===== src/rtl/nch_mixer_pkg.sv =====
// Shared constants, field widths and types for the N-channel frame mixer.
// Header/footer codes follow the ADC frame format; FRAME_ERR bit positions are fixed here.
package nch_mixer_pkg;

    localparam logic [7:0] HEADER_ID = 8'hFF;
    localparam logic [3:0] FOOTER_HI = 4'hF;
    localparam logic [7:0] FOOTER_LO = 8'h0F;
    localparam logic [7:0] LOST_LO   = 8'h00;

    localparam int HDR_ID_W = 8;
    localparam int FTR_HI_W = 4;
    localparam int FTR_LO_W = 8;
    localparam int CH_ID_W  = 4;

    localparam int ERR_W       = 3;
    localparam int ERR_NO_HDR  = 0;
    localparam int ERR_NO_FTR  = 1;
    localparam int ERR_TIMEOUT = 2;

    typedef enum logic {
        ARB    = 1'b0,
        STREAM = 1'b1
    } mix_state_e;

endpackage


===== src/rtl/rr_arbiter.sv =====
// Round-robin pick: first requester strictly after ptr_i, wrapping; one-hot and index out.
// Latency: combinational. Backpressure: none, the caller decides when to latch the grant.
// Flow: purely combinational, no handshake of its own.
module rr_arbiter #(
    parameter int N_CH  = 4,
    parameter int IDX_W = 2
) (
    input  logic [N_CH-1:0]  req_i,
    input  logic [IDX_W-1:0] ptr_i,
    output logic [N_CH-1:0]  gnt_oh_o,
    output logic [IDX_W-1:0] gnt_idx_o,
    output logic             gnt_vld_o
);

    always_comb begin
        gnt_oh_o  = '0;
        gnt_idx_o = '0;
        gnt_vld_o = 1'b0;
        // i == N_CH wraps back to ptr itself, so the last owner is considered last
        for (int i = 1; i <= N_CH; i++) begin
            if (!gnt_vld_o && req_i[(int'(ptr_i) + i) % N_CH]) begin
                gnt_vld_o = 1'b1;
                gnt_idx_o = IDX_W'((int'(ptr_i) + i) % N_CH);
                gnt_oh_o[(int'(ptr_i) + i) % N_CH] = 1'b1;
            end
        end
    end

endmodule


===== src/rtl/nch_frame_mixer.sv =====
// Frame-atomic round-robin merge of N_CH frame streams with channel-ID stamping and integrity flags.
// Latency: first word 2 cycles after request when idle, then 1 word/cycle; 1-cycle bubble per frame.
// Backpressure: output register holds while !iREADY; granted CH_oREADY = !oVALID || iREADY. MIXER_STALL_TIMEOUT_EN adds stall close-out.
module nch_frame_mixer
    import nch_mixer_pkg::*;
#(
    parameter int DATA_WIDTH = 64,
    parameter int N_CH       = 4,
    parameter int CH_ID_LSB  = 52,
    parameter int TIMEOUT    = 256
) (
    input  logic                       CLK,
    input  logic                       RESETN,
    input  logic [N_CH*DATA_WIDTH-1:0] CH_DIN,
    input  logic [N_CH-1:0]            CH_iVALID,
    input  logic [N_CH-1:0]            CH_iLAST,
    output logic [N_CH-1:0]            CH_oREADY,
    output logic [DATA_WIDTH-1:0]      DOUT,
    output logic                       oVALID,
    output logic                       oLAST,
    input  logic                       iREADY,
    output logic [ERR_W-1:0]           FRAME_ERR
);

    localparam int IDX_W = $clog2(N_CH);

    mix_state_e            state_q, state_d;
    logic [IDX_W-1:0]      gnt_q, gnt_d, ptr_q, ptr_d;
    logic [N_CH-1:0]       gnt_oh_q, gnt_oh_d;
    logic                  first_q, first_d, hdr_bad_q, hdr_bad_d;
    logic [DATA_WIDTH-1:0] dout_q, dout_d;
    logic                  ovld_q, ovld_d, olast_q, olast_d;
    logic [ERR_W-1:0]      err_q, err_d;

    logic [N_CH-1:0]       arb_oh;
    logic [IDX_W-1:0]      arb_idx;
    logic                  arb_vld;
    logic [DATA_WIDTH-1:0] cur_word, stamped;
    logic                  cur_vld, cur_last, out_free, take, is_hdr, is_ftr, tmo_hit;

    rr_arbiter #(.N_CH(N_CH), .IDX_W(IDX_W)) u_arb (
        .req_i    (CH_iVALID),
        .ptr_i    (ptr_q),
        .gnt_oh_o (arb_oh),
        .gnt_idx_o(arb_idx),
        .gnt_vld_o(arb_vld)
    );

    assign cur_word = CH_DIN[int'(gnt_q)*DATA_WIDTH +: DATA_WIDTH];
    assign cur_vld  = CH_iVALID[gnt_q];
    assign cur_last = CH_iLAST[gnt_q];
    assign out_free = !ovld_q || iREADY;
    assign take     = (state_q == STREAM) && cur_vld && out_free;
    assign is_hdr   = (cur_word[DATA_WIDTH-1 -: HDR_ID_W] == HEADER_ID);
    assign is_ftr   = (cur_word[DATA_WIDTH-1 -: FTR_HI_W] == FOOTER_HI) &&
                      (cur_word[FTR_LO_W-1:0] == FOOTER_LO);

    always_comb begin
        stamped = cur_word;
        stamped[CH_ID_LSB +: CH_ID_W] = CH_ID_W'(gnt_q);
    end

`ifdef MIXER_STALL_TIMEOUT_EN
    localparam int TMO_W = $clog2(TIMEOUT + 1);
    logic [TMO_W-1:0] tmo_q, tmo_d;

    // counts consecutive starved cycles of the granted channel; saturates at TIMEOUT
    assign tmo_hit = (state_q == STREAM) && !cur_vld && (tmo_q >= TMO_W'(TIMEOUT - 1));

    always_comb begin
        tmo_d = '0;
        if (state_q == STREAM && !cur_vld) begin
            tmo_d = (tmo_q == TMO_W'(TIMEOUT)) ? tmo_q : tmo_q + TMO_W'(1);
        end
    end

    always_ff @(posedge CLK or negedge RESETN) begin
        if (!RESETN) tmo_q <= '0;
        else         tmo_q <= tmo_d;
    end
`else
    assign tmo_hit = 1'b0;
`endif

    always_comb begin
        state_d   = state_q;
        gnt_d     = gnt_q;
        gnt_oh_d  = gnt_oh_q;
        ptr_d     = ptr_q;
        first_d   = first_q;
        hdr_bad_d = hdr_bad_q;
        dout_d    = dout_q;
        ovld_d    = ovld_q;
        olast_d   = olast_q;
        err_d     = err_q;

        if (ovld_q && iREADY) begin
            ovld_d  = 1'b0;
            olast_d = 1'b0;
            err_d   = '0;
        end

        case (state_q)
            ARB: begin
                if (arb_vld) begin
                    gnt_d    = arb_idx;
                    gnt_oh_d = arb_oh;
                    ptr_d    = arb_idx;
                    first_d  = 1'b1;
                    state_d  = STREAM;
                end
            end
            STREAM: begin
                if (take) begin
                    ovld_d    = 1'b1;
                    dout_d    = first_q ? stamped : cur_word;
                    olast_d   = cur_last;
                    first_d   = 1'b0;
                    hdr_bad_d = first_q ? !is_hdr : hdr_bad_q;
                    err_d     = '0;
                    // integrity flags are reported only on the closing beat
                    if (cur_last) begin
                        err_d[ERR_NO_HDR] = first_q ? !is_hdr : hdr_bad_q;
                        err_d[ERR_NO_FTR] = !is_ftr;
                        state_d           = ARB;
                    end
                end
`ifdef MIXER_STALL_TIMEOUT_EN
                else if (tmo_hit && out_free) begin
                    ovld_d                  = 1'b1;
                    dout_d                  = '0;
                    dout_d[FTR_LO_W-1:0]    = LOST_LO;
                    olast_d                 = 1'b1;
                    err_d                   = '0;
                    err_d[ERR_NO_FTR]       = 1'b1;
                    err_d[ERR_TIMEOUT]      = 1'b1;
                    state_d                 = ARB;
                end
`endif
            end
            default: state_d = ARB;
        endcase
    end

    always_ff @(posedge CLK or negedge RESETN) begin
        if (!RESETN) begin
            state_q   <= ARB;
            gnt_q     <= '0;
            gnt_oh_q  <= '0;
            ptr_q     <= IDX_W'(N_CH - 1);
            first_q   <= 1'b0;
            hdr_bad_q <= 1'b0;
            dout_q    <= '0;
            ovld_q    <= 1'b0;
            olast_q   <= 1'b0;
            err_q     <= '0;
        end else begin
            state_q   <= state_d;
            gnt_q     <= gnt_d;
            gnt_oh_q  <= gnt_oh_d;
            ptr_q     <= ptr_d;
            first_q   <= first_d;
            hdr_bad_q <= hdr_bad_d;
            dout_q    <= dout_d;
            ovld_q    <= ovld_d;
            olast_q   <= olast_d;
            err_q     <= err_d;
        end
    end

    assign CH_oREADY = (state_q == STREAM && out_free) ? gnt_oh_q : '0;
    assign DOUT      = dout_q;
    assign oVALID    = ovld_q;
    assign oLAST     = olast_q;
    assign FRAME_ERR = err_q;

    // tmo_hit only feeds the optional close-out path
    logic unused_ok;
    assign unused_ok = tmo_hit;

endmodule


===== config.mk =====
export PLATFORM = sky130hd
export DESIGN_NAME = nch_frame_mixer
export DESIGN_NICKNAME = d
export VERILOG_FILES = /design/src/rtl/nch_mixer_pkg.sv /design/src/rtl/rr_arbiter.sv /design/src/rtl/nch_frame_mixer.sv
export SDC_FILE = /design/constraint.sdc
export NUM_CORES = 1
export LEC_CHECK = 0
export CAP_MARGIN = 20
export CORE_MARGIN = 2
export CORE_UTILIZATION = 30
export DETAILED_ROUTE_END_ITERATION = 10
export GPL_TIMING_DRIVEN = 0
export PLACE_DENSITY_LB_ADDON = 0.2
export SYNTH_ARGS = -nofsm -noshare
export SYNTH_HDL_FRONTEND = slang
export SYNTH_SLANG_ARGS = --single-unit

===== constraint.sdc =====
create_clock -name CLK -period 3.8 [get_ports CLK]
set_input_delay 0.38 -clock CLK [delete_from_list [all_inputs] [get_ports CLK]]
set_output_delay 0.38 -clock CLK [all_outputs]
set_load 0.02 [all_outputs]

==> results.json, run 1 <==
{
  "status": "completed",
  "synthesis.area_mm2": 0.005320,
  "totalWireLength_um": 20280,
  "grt_overflow": 0,
  "wire_per_inst_um": 20.99,
  "die-area_mm2": 0.01881,
  "fin_util": 0.5388,
  "hold_buffers": 0,
  "r2r_cells": 10,
  "cts_tree": "built",
  "vias": 4905,
  "chipHeight_um": 137.2,
  "cts_resized": 0,
  "maxCapViolCount": 0,
  "rows": 48,
  "p_comb_frac": 0.651,
  "internal_power_w": 0.004184,
  "fmax_ghz": 0.3773,
  "cts.sinks": 80,
  "async_flop_share": 1.000,
  "seq_area_frac_synth": 0.3768,
  "netlist_instances": 385,
  "htree_levels": 3,
  "cts_setup_buffers": 0,
  "core_area_mm2": 0.01730,
  "ys_top_cells_by_area": "dfrtp_1 37%, mux4_2 28%, mux2_2 12%",
  "drive_gt1_frac": 0.2459,
  "critical_path_class": "reg -> reg",
  "finalHoldViolCount": 0,
  "final_common_cell": "clkdlybuf4s50_1",
  "grt_pass1_wl_um": 30550,
  "pwr-share-seq": 0.221,
  "cts_max_path_buffers": 2,
  "clkPwrFrac": 0.129,
  "syn_nets": 660,
  "ios": 340,
  "gp_congestion": 0.8752,
  "yosys_register_bits": 80,
  "layout.cells.non_filler": 966,
  "dpl.cell_count": 949,
  "cp-end-kind": "flop",
  "hpwl_um": 16580,
  "postPlaceCellArea_mm2": 0.009010,
  "leakage_nw": 3.635,
  "switchingPower_w": 0.002714,
  "antenna_left": 0,
  "syn_area_per_cell_um2": 13.82,
  "design.final.nets": 1010,
  "grt_pass1_vias": 5310,
  "finalSetupViolCount": 0,
  "worst_slew_pin_slew_ns": 0.6923,
  "p_sw_frac": 0.3935,
  "yosys_warnings": 0,
  "layout_common_cells": "337 x clkdlybuf4s50_1, 78 x dfrtp_1, 66 x mux4_2",
  "fin_setup_tns_ns": 0,
  "critPathRequiredTime_ns": 4.08,
  "synth_top_cell_by_area": "dfrtp_1",
  "power_w": 0.006898,
  "clock_latency_ns": 0.34,
  "start_kind": "flop",
  "finClkSkew_ns": 0.01059,
  "fin_crit_ns": 2.650,
  "power_density_mw_per_mm2": 740.2,
  "post-route-period-util": 0.6974,
  "numCtsBuffers": 9,
  "synth-edff-count": 0,
  "final_cell_area_mm2": 0.009319,
  "area_growth_pct": 75.16,
  "critPathMaxFanout": 10,
  "rsz0062_at_grt": "no",
  "first_pass_iters": 4,
  "clk_pin_slew_worst_paths_ns": 0.06,
  "vias_per_cell": 5.078,
  "netlist.area_leader.share": 0.3669,
  "io_buffers": 338,
  "route.detailed.drc": 0,
  "slew_headroom": 0.5385,
  "grt_usage": 0.2170,
  "antenna_found_initial": 1,
  "ir_drop_mv": 0.2907,
  "initial_core_util": 0.3076,
  "min_path_type": "in -> async",
  "final_max_slew_viol_count": 0,
  "drt_iter0_markers": 221,
  "synthFlopType": "dfrtp_1",
  "cp.arrival_ns": 2.93,
  "fp.dieW_um": 137.2,
  "grt_max_degree": 44,
  "yosys.cell_types.count": 45,
  "cts-root-buf": "clkbuf_16"
}
[per-stage QoR]
stage                     setup slack, ns  hold slack, ns
after floorplan                     1.447         0.08441
after global placement            -0.6717          0.4634
after detailed placement            1.169          0.4011
after CTS                           1.134         0.02998
after global routing                1.018         0.05279
final                               1.150         0.01523
[cell families after synthesis]
family / share of synthesized area
multiplexers: 0.4233
AND/OR/NAND/NOR: 0.07314
flip-flops: 0.3768
buffers and inverters: 0.04986
AO/OA/AOI/OAI: 0.05809
adder cells (fa/ha/maj): 0.01882
[path summary, 6_finish.rpt]
check | to | from | slack [ns]
setup / recovery | gnt_q[1]$_DFFE_PN0P_ | ptr_q[0]$_DFFE_PN1P_ | 1.15
min in group CLK | DOUT[59]$_DFFE_PN0P_ | DOUT[59]$_DFFE_PN0P_ | 0.48
max in group asynchronous | ptr_q[0]$_DFFE_PN1P_ | RESETN | 3.12
hold / removal | gnt_oh_q[1]$_DFFE_PN0P_ | RESETN | 0.02
setup reg to reg | gnt_q[1]$_DFFE_PN0P_ | ptr_q[0]$_DFFE_PN1P_ | 1.15
hold reg to reg | DOUT[59]$_DFFE_PN0P_ | DOUT[59]$_DFFE_PN0P_ | 0.48
[cell usage after synthesis (2+ instances only)]
cell type	n
a21oi_1	3
a31oi_1	10
a32o_1	4
and3_1	5
buf_2	18
buf_6	9
clkbuf_1	4
dfrtp_1	78
dfstp_2	2
ha_1	8
inv_1	9
mux2_2	57
mux2i_1	6
mux4_2	66
nand2_1	45
nand2b_1	3
nand3_1	2
nand4_1	3
nand4bb_1	2
nor2_1	13
o211ai_1	4
o21a_1	2
o21ai_0	8
o311ai_0	3
[layout make-up]
| class | count | area, um2 |
|---|---|---|
| antenna | 1 | 2.502 |
| buffer | 33 | 227.7 |
| timing repair buffer | 339 | 3408 |
| fill | 1494 | 7978 |
| sequential | 80 | 2004 |
| clock buffer | 11 | 242.7 |
| inverter | 10 | 37.54 |
| clock inverter | 5 | 63.81 |
| multi-input combinational | 262 | 3050 |
| tap | 225 | 281.5 |
[power by group through the flow]
stage          Clock, W  Sequential, W  Combinational, W
4_1_cts        0.000915        0.00152           0.00455
2_1_floorplan         0        0.00196           0.00237
5_1_grt        0.000948        0.00158           0.00481
3_3_place_gp          0        0.00152           0.00447
6_report       0.000889        0.00152           0.00449
3_5_place_dp          0        0.00154           0.00453
[state kept, by name, indices dropped and copies added (netlist names)]
name / flops
gnt_q: 2
ptr_q: 2
state_q: 1
oLAST: 1
oVALID: 1
first_q: 1
gnt_oh_q: 4
hdr_bad_q: 1
DOUT: 64
FRAME_ERR: 3
[critical path, cell delays in order, from the launching register on]
cell and delay [ns]:
dfstp_2 0.65, buf_6 0.18, inv_1 0.13, ha_1 0.32, buf_6 0.14, mux4_1 0.35
buf_6 0.18, nor2_4 0.09, a221oi_2 0.05, a2111oi_2 0.37, a21o_1 0.12
[layer usage]
layer | track usage | part of all wire | vias to the layer above
met5 | 0 | 0 | -
met2 | 0.3889 | 0.53 | 233
met4 | 0.08362 | 0.025 | 0
met1 | 0.2398 | 0.35 | 2436
met3 | 0.06630 | 0.089 | 34
li1 | - | - | 2202
Note: power is estimated with default switching activity, not from simulation.
==> run 2, diff against run 1 <==
Clock period 3.8 ns to 2.6 ns, I/O delays scaled along.
==> results.json, run 2 (same netlist as run 1, synthesis figures left out) <==
{
  "leakage_nw": 3.686,
  "finalSetupViolCount": 0,
  "area_growth_pct": 77.78,
  "initial_core_util": 0.3076,
  "clk_pin_slew_worst_paths_ns": 0.06,
  "drt_iter0_markers": 258,
  "grt_usage": 0.2171,
  "vias": 4987,
  "grt_busiest_layer": "met2",
  "critical_path_class": "reg -> reg",
  "die-area_mm2": 0.01881,
  "r2r_cells": 10,
  "gp_congestion": 0.8752,
  "cp-end-kind": "flop",
  "post-route-worst-setup-slack_ns": 0.07932,
  "hpwl_um": 16580,
  "maxCapViolCount": 0,
  "totalWireLength_um": 20530,
  "ir_drop_mv": 0.4249,
  "critPathRequiredTime_ns": 2.79,
  "vias_per_cell": 5.094,
  "core_area_mm2": 0.01730,
  "grt_pass1_wl_um": 30570,
  "use_met3": 0.06630,
  "htree_levels": 3,
  "grt_max_degree": 44,
  "wire_per_inst_um": 20.97,
  "worst_slew_pin_slew_ns": 0.6923,
  "route.detailed.drc": 0,
  "power_w": 0.01034,
  "rows": 48,
  "met1_usage": 0.2393,
  "fin_crit_ns": 2.521,
  "fp.dieW_um": 137.2,
  "finalHoldViolCount": 0,
  "cp.arrival_ns": 2.71,
  "io_buffers": 338,
  "layout_common_cells": "337 x clkdlybuf4s50_1, 78 x dfrtp_1, 67 x mux4_2",
  "clock_latency_ns": 0.34,
  "antenna_found_initial": 1,
  "grt_pass1_vias": 5318,
  "cts_max_path_buffers": 2,
  "final_cell_area_mm2": 0.009458,
  "min_path_type": "in -> reg",
  "cts.sinks": 80,
  "met2_usage": 0.3897,
  "chipHeight_um": 137.2,
  "post-route-period-util": 0.9695,
  "grt_overflow": 0,
  "hold_ws_ns": 0.4076,
  "numCtsBuffers": 9,
  "postPlaceCellArea_mm2": 0.009010,
  "finClkSkew_ns": 0.01088,
  "power_density_mw_per_mm2": 1093,
  "drive_gt1_frac": 0.2629,
  "first_pass_iters": 4,
  "fmax_ghz": 0.3967,
  "hold_depth": 4,
  "final_common_cell": "clkdlybuf4s50_1",
  "dpl_worst_slack_ns": -0.03112,
  "start_kind": "flop",
  "critPathMaxFanout": 9,
  "cts-root-buf": "clkbuf_16",
  "final_max_slew_viol_count": 0,
  "cts_tree": "built",
  "design.final.nets": 1023,
  "slew_headroom": 0.5385,
  "ios": 340,
  "antenna_left": 0,
  "status": "completed",
  "largest_register_ffs": 64
}
run 2: layout make-up:
cell class | count | area [um2]
sequential | 80 | 2004
clock inverter | 5 | 63.81
fill | 1467 | 7839
tap | 225 | 281.5
multi-input combinational | 262 | 3073
timing repair buffer | 352 | 3508
clock buffer | 11 | 242.7
buffer | 33 | 236.5
antenna | 1 | 2.502
inverter | 10 | 45.04
run 2: critical path, cell delays in order (launching register included):
cell and delay [ns]:
dfstp_2 0.55, buf_8 0.13, clkinvlp_4 0.15, ha_4 0.29, buf_6 0.13, mux4_2 0.34, buf_8 0.16, buf_4 0.15
a31oi_1 0.17, a32o_1 0.20, a31oi_1 0.09
run 2: worst paths after layout:
kind                                      start                      end  slack (ns)
hold reg to reg            DOUT[59]$_DFFE_PN0P_     DOUT[59]$_DFFE_PN0P_        0.48
setup / recovery           ptr_q[0]$_DFFE_PN1P_  gnt_oh_q[1]$_DFFE_PN0P_        0.08
setup reg to reg           ptr_q[0]$_DFFE_PN1P_  gnt_oh_q[1]$_DFFE_PN0P_        0.08
hold / removal                     CH_iVALID[3]     gnt_q[1]$_DFFE_PN0P_        0.41
max in group asynchronous                RESETN     ptr_q[0]$_DFFE_PN1P_        1.50
min in group asynchronous                RESETN  gnt_oh_q[1]$_DFFE_PN0P_        0.44
run 2: power by group:
part / internal, W / leakage [nW] / total (W) / switching [W]
logic: 0.00360 / 2.60 / 0.00684 / 0.00324
registers: 0.00190 / 0.942 / 0.00220 / 0.000304
clock network: 0.000777 / 0.146 / 0.00130 / 0.000523
total: 0.00627 / 3.69 / 0.0103 / 0.00407
run 2: metrics by stage:
stage | cells | TNS [ns] | util
4_1_cts | 967 | 0 | 0.5396
2_1_floorplan | 385 | 0 | -
5_1_grt | 979 | -0.05493 | 0.5468
6_report | 979 | 0 | 0.5468
3_3_place_gp | 948 | -137.70 | 0.5195
3_5_place_dp | 949 | -0.03112 | 0.5209
run 2: metal layers:
layer  wire length (um)  share of wire  up-vias
met5                  0              0        -
met2              10940           0.53      251
met1               7214           0.35     2467
li1                   -              -     2232
met4                534          0.026        0
met3               1842          0.090       37
run 2: timing repair:
action,in CTS,in global routing
setup endpoints to repair,4,9
resized for setup,0,9
hold buffers,1,0
pin swaps,0,3
endpoints found under the hold margin,36,0
buffers inserted,1,11
gates cloned,0,0
==> run 3, diff against run 2 <==
Settings changed: CORE_UTILIZATION 30 to 29.
==> results.json, run 3 (same netlist as run 1, synthesis figures left out) <==
{
  "status": "completed",
  "post-route-period-util": 0.9641,
  "design.final.nets": 1027,
  "dpl.cell_count": 953,
  "slowest_delay_ns": 0.57,
  "ios": 340,
  "final_max_slew_viol_count": 0,
  "chipHeight_um": 139.4,
  "hpwl_um": 17550,
  "cp.arrival_ns": 2.72,
  "totalWireLength_um": 21610,
  "drt_iter0_markers": 167,
  "clock_latency_ns": 0.35,
  "area_growth_pct": 78.93,
  "largest_register_ffs": 64,
  "grt_max_degree": 54,
  "cts.sinks": 80,
  "gp_congestion": 0.9438,
  "power_density_mw_per_mm2": 1111,
  "leakage_nw": 3.720,
  "first_pass_iters": 4,
  "grt_pass1_vias": 5229,
  "fin_setup_tns_ns": 0,
  "crit_chain": "buf_8, clkinvlp_4, ha_4, buf_6, mux4_2, buf_8, buf_4, a31oi_1, a32o_1, a31oi_1",
  "slowest_stage": "dfstp_2",
  "cts_tree": "built",
  "rows": 49,
  "maxCapViolCount": 0,
  "io_buffers": 338,
  "initial_core_util": 0.2962,
  "fin_crit_ns": 2.507,
  "vias_per_cell": 5.019,
  "layout.cells.non_filler": 987,
  "finalHoldViolCount": 0,
  "start_kind": "flop",
  "fp.dieW_um": 139.4,
  "critPathMaxFanout": 8,
  "grt_pass1_wl_um": 31860,
  "final_common_cell": "clkdlybuf4s50_1",
  "p_comb_frac": 0.659,
  "cts_max_path_buffers": 2,
  "ir_drop_mv": 0.4816,
  "core_area_mm2": 0.01796,
  "fmax_ghz": 0.3990,
  "antenna_found_initial": 1,
  "critPathRequiredTime_ns": 2.81,
  "crit_buf_inv": 5,
  "finalSetupViolCount": 0,
  "cts-root-buf": "clkbuf_16",
  "drive_gt1_frac": 0.2682,
  "grt_usage": 0.2177,
  "antenna_left": 0,
  "min_path_type": "in -> async",
  "reg2reg_slack_ns": 0.09,
  "pwr-share-seq": 0.209,
  "htree_levels": 3,
  "layout_common_cells": "337 x clkdlybuf4s50_1, 78 x dfrtp_1, 67 x mux4_2",
  "clk_pin_slew_worst_paths_ns": 0.06,
  "crit_family": "buffers and inverters",
  "p_sw_frac": 0.3911,
  "critical_path_class": "reg -> reg",
  "internal_power_w": 0.006438,
  "numCtsBuffers": 9,
  "die-area_mm2": 0.01944,
  "route.detailed.drc": 0,
  "worst_slew_pin_slew_ns": 0.7096,
  "slew_headroom": 0.5270,
  "cp-end-kind": "flop",
  "fillers": 1560,
  "switchingPower_w": 0.004135,
  "grt_overflow": 0,
  "vias": 4954,
  "clkPwrFrac": 0.132,
  "wire_per_inst_um": 21.90,
  "finClkSkew_ns": 0.008290
}
[run 3: power by group through the flow]
stage / registers (W) / logic [W] / clock network [W]
6_report: 0.00221 / 0.00697 / 0.00139
3_3_place_gp: 0.00223 / 0.00659 / 0
2_1_floorplan: 0.00287 / 0.00347 / 0
3_5_place_dp: 0.00226 / 0.00667 / 0
4_1_cts: 0.00221 / 0.00673 / 0.00143
5_1_grt: 0.00229 / 0.00744 / 0.00148
[run 3: timing repair]
action                     CTS  global route
setup endpoints to repair    6             9
hold endpoints to repair    27             0
setup buffers                1            15
gates resized for setup      1             8
pin swaps                    1             4
hold buffers                 1             0
[run 3: layout make-up]
class | count | area (um2) | area share
buffer | 33 | 236.5 | 0.02484
inverter | 10 | 45.04 | 0.004732
antenna | 1 | 2.502 | 0.0002629
clock inverter | 7 | 95.09 | 0.009989
tap | 229 | 286.5 | 0.03010
timing repair buffer | 356 | 3551 | 0.3730
clock buffer | 9 | 225.2 | 0.02366
sequential | 80 | 2004 | 0.2106
multi-input combinational | 262 | 3073 | 0.3228
[run 3: final timing paths]
path,start,end,cells past startpoint
worst min register to register,DOUT[57]$_DFFE_PN0P_,DOUT[57]$_DFFE_PN0P_,2
worst max register to register,ptr_q[1]$_DFFE_PN1P_,gnt_oh_q[3]$_DFFE_PN0P_,10
worst min-delay path,RESETN,DOUT[20]$_DFFE_PN0P_,2
min in group CLK,CH_iVALID[3],ptr_q[0]$_DFFE_PN1P_,4
max in group asynchronous,RESETN,ptr_q[0]$_DFFE_PN1P_,3
worst max-delay path,ptr_q[1]$_DFFE_PN1P_,gnt_oh_q[3]$_DFFE_PN0P_,10
[run 3: worst reg2reg max path: stages (launching register included)]
cell	delay [ns]
dfstp_2	0.57
buf_8	0.14
clkinvlp_4	0.14
ha_4	0.30
buf_6	0.11
mux4_2	0.37
buf_8	0.17
buf_4	0.15
a31oi_1	0.15
a32o_1	0.19
a31oi_1	0.08
[run 3: routing by layer]
layer | vias to the layer above | track usage | part of all wire
li1 | 2234 | - | -
met4 | 0 | 0.07709 | 0.028
met1 | 2479 | 0.2492 | 0.37
met2 | 209 | 0.3878 | 0.53
met3 | 32 | 0.06297 | 0.079
met5 | - | 0 | 0
[run 3: metrics by stage]
step / utilization / total power, W / setup slack [ns] / hold slack [ns] / instance area, um2
floorplan: - / 0.006336 / 0.2474 / -0.03559 / 5320
global placement: 0.5005 / 0.008812 / -1.751 / 0.4624 / 8990
detailed placement: 0.5018 / 0.008926 / -0.1041 / 0.2240 / 9015
CTS: 0.5204 / 0.01037 / 0.05497 / 0.3982 / 9349
global route: 0.5299 / 0.01122 / -0.04776 / 0.4169 / 9519
finish: 0.5299 / 0.01057 / 0.09346 / 0.3934 / 9519
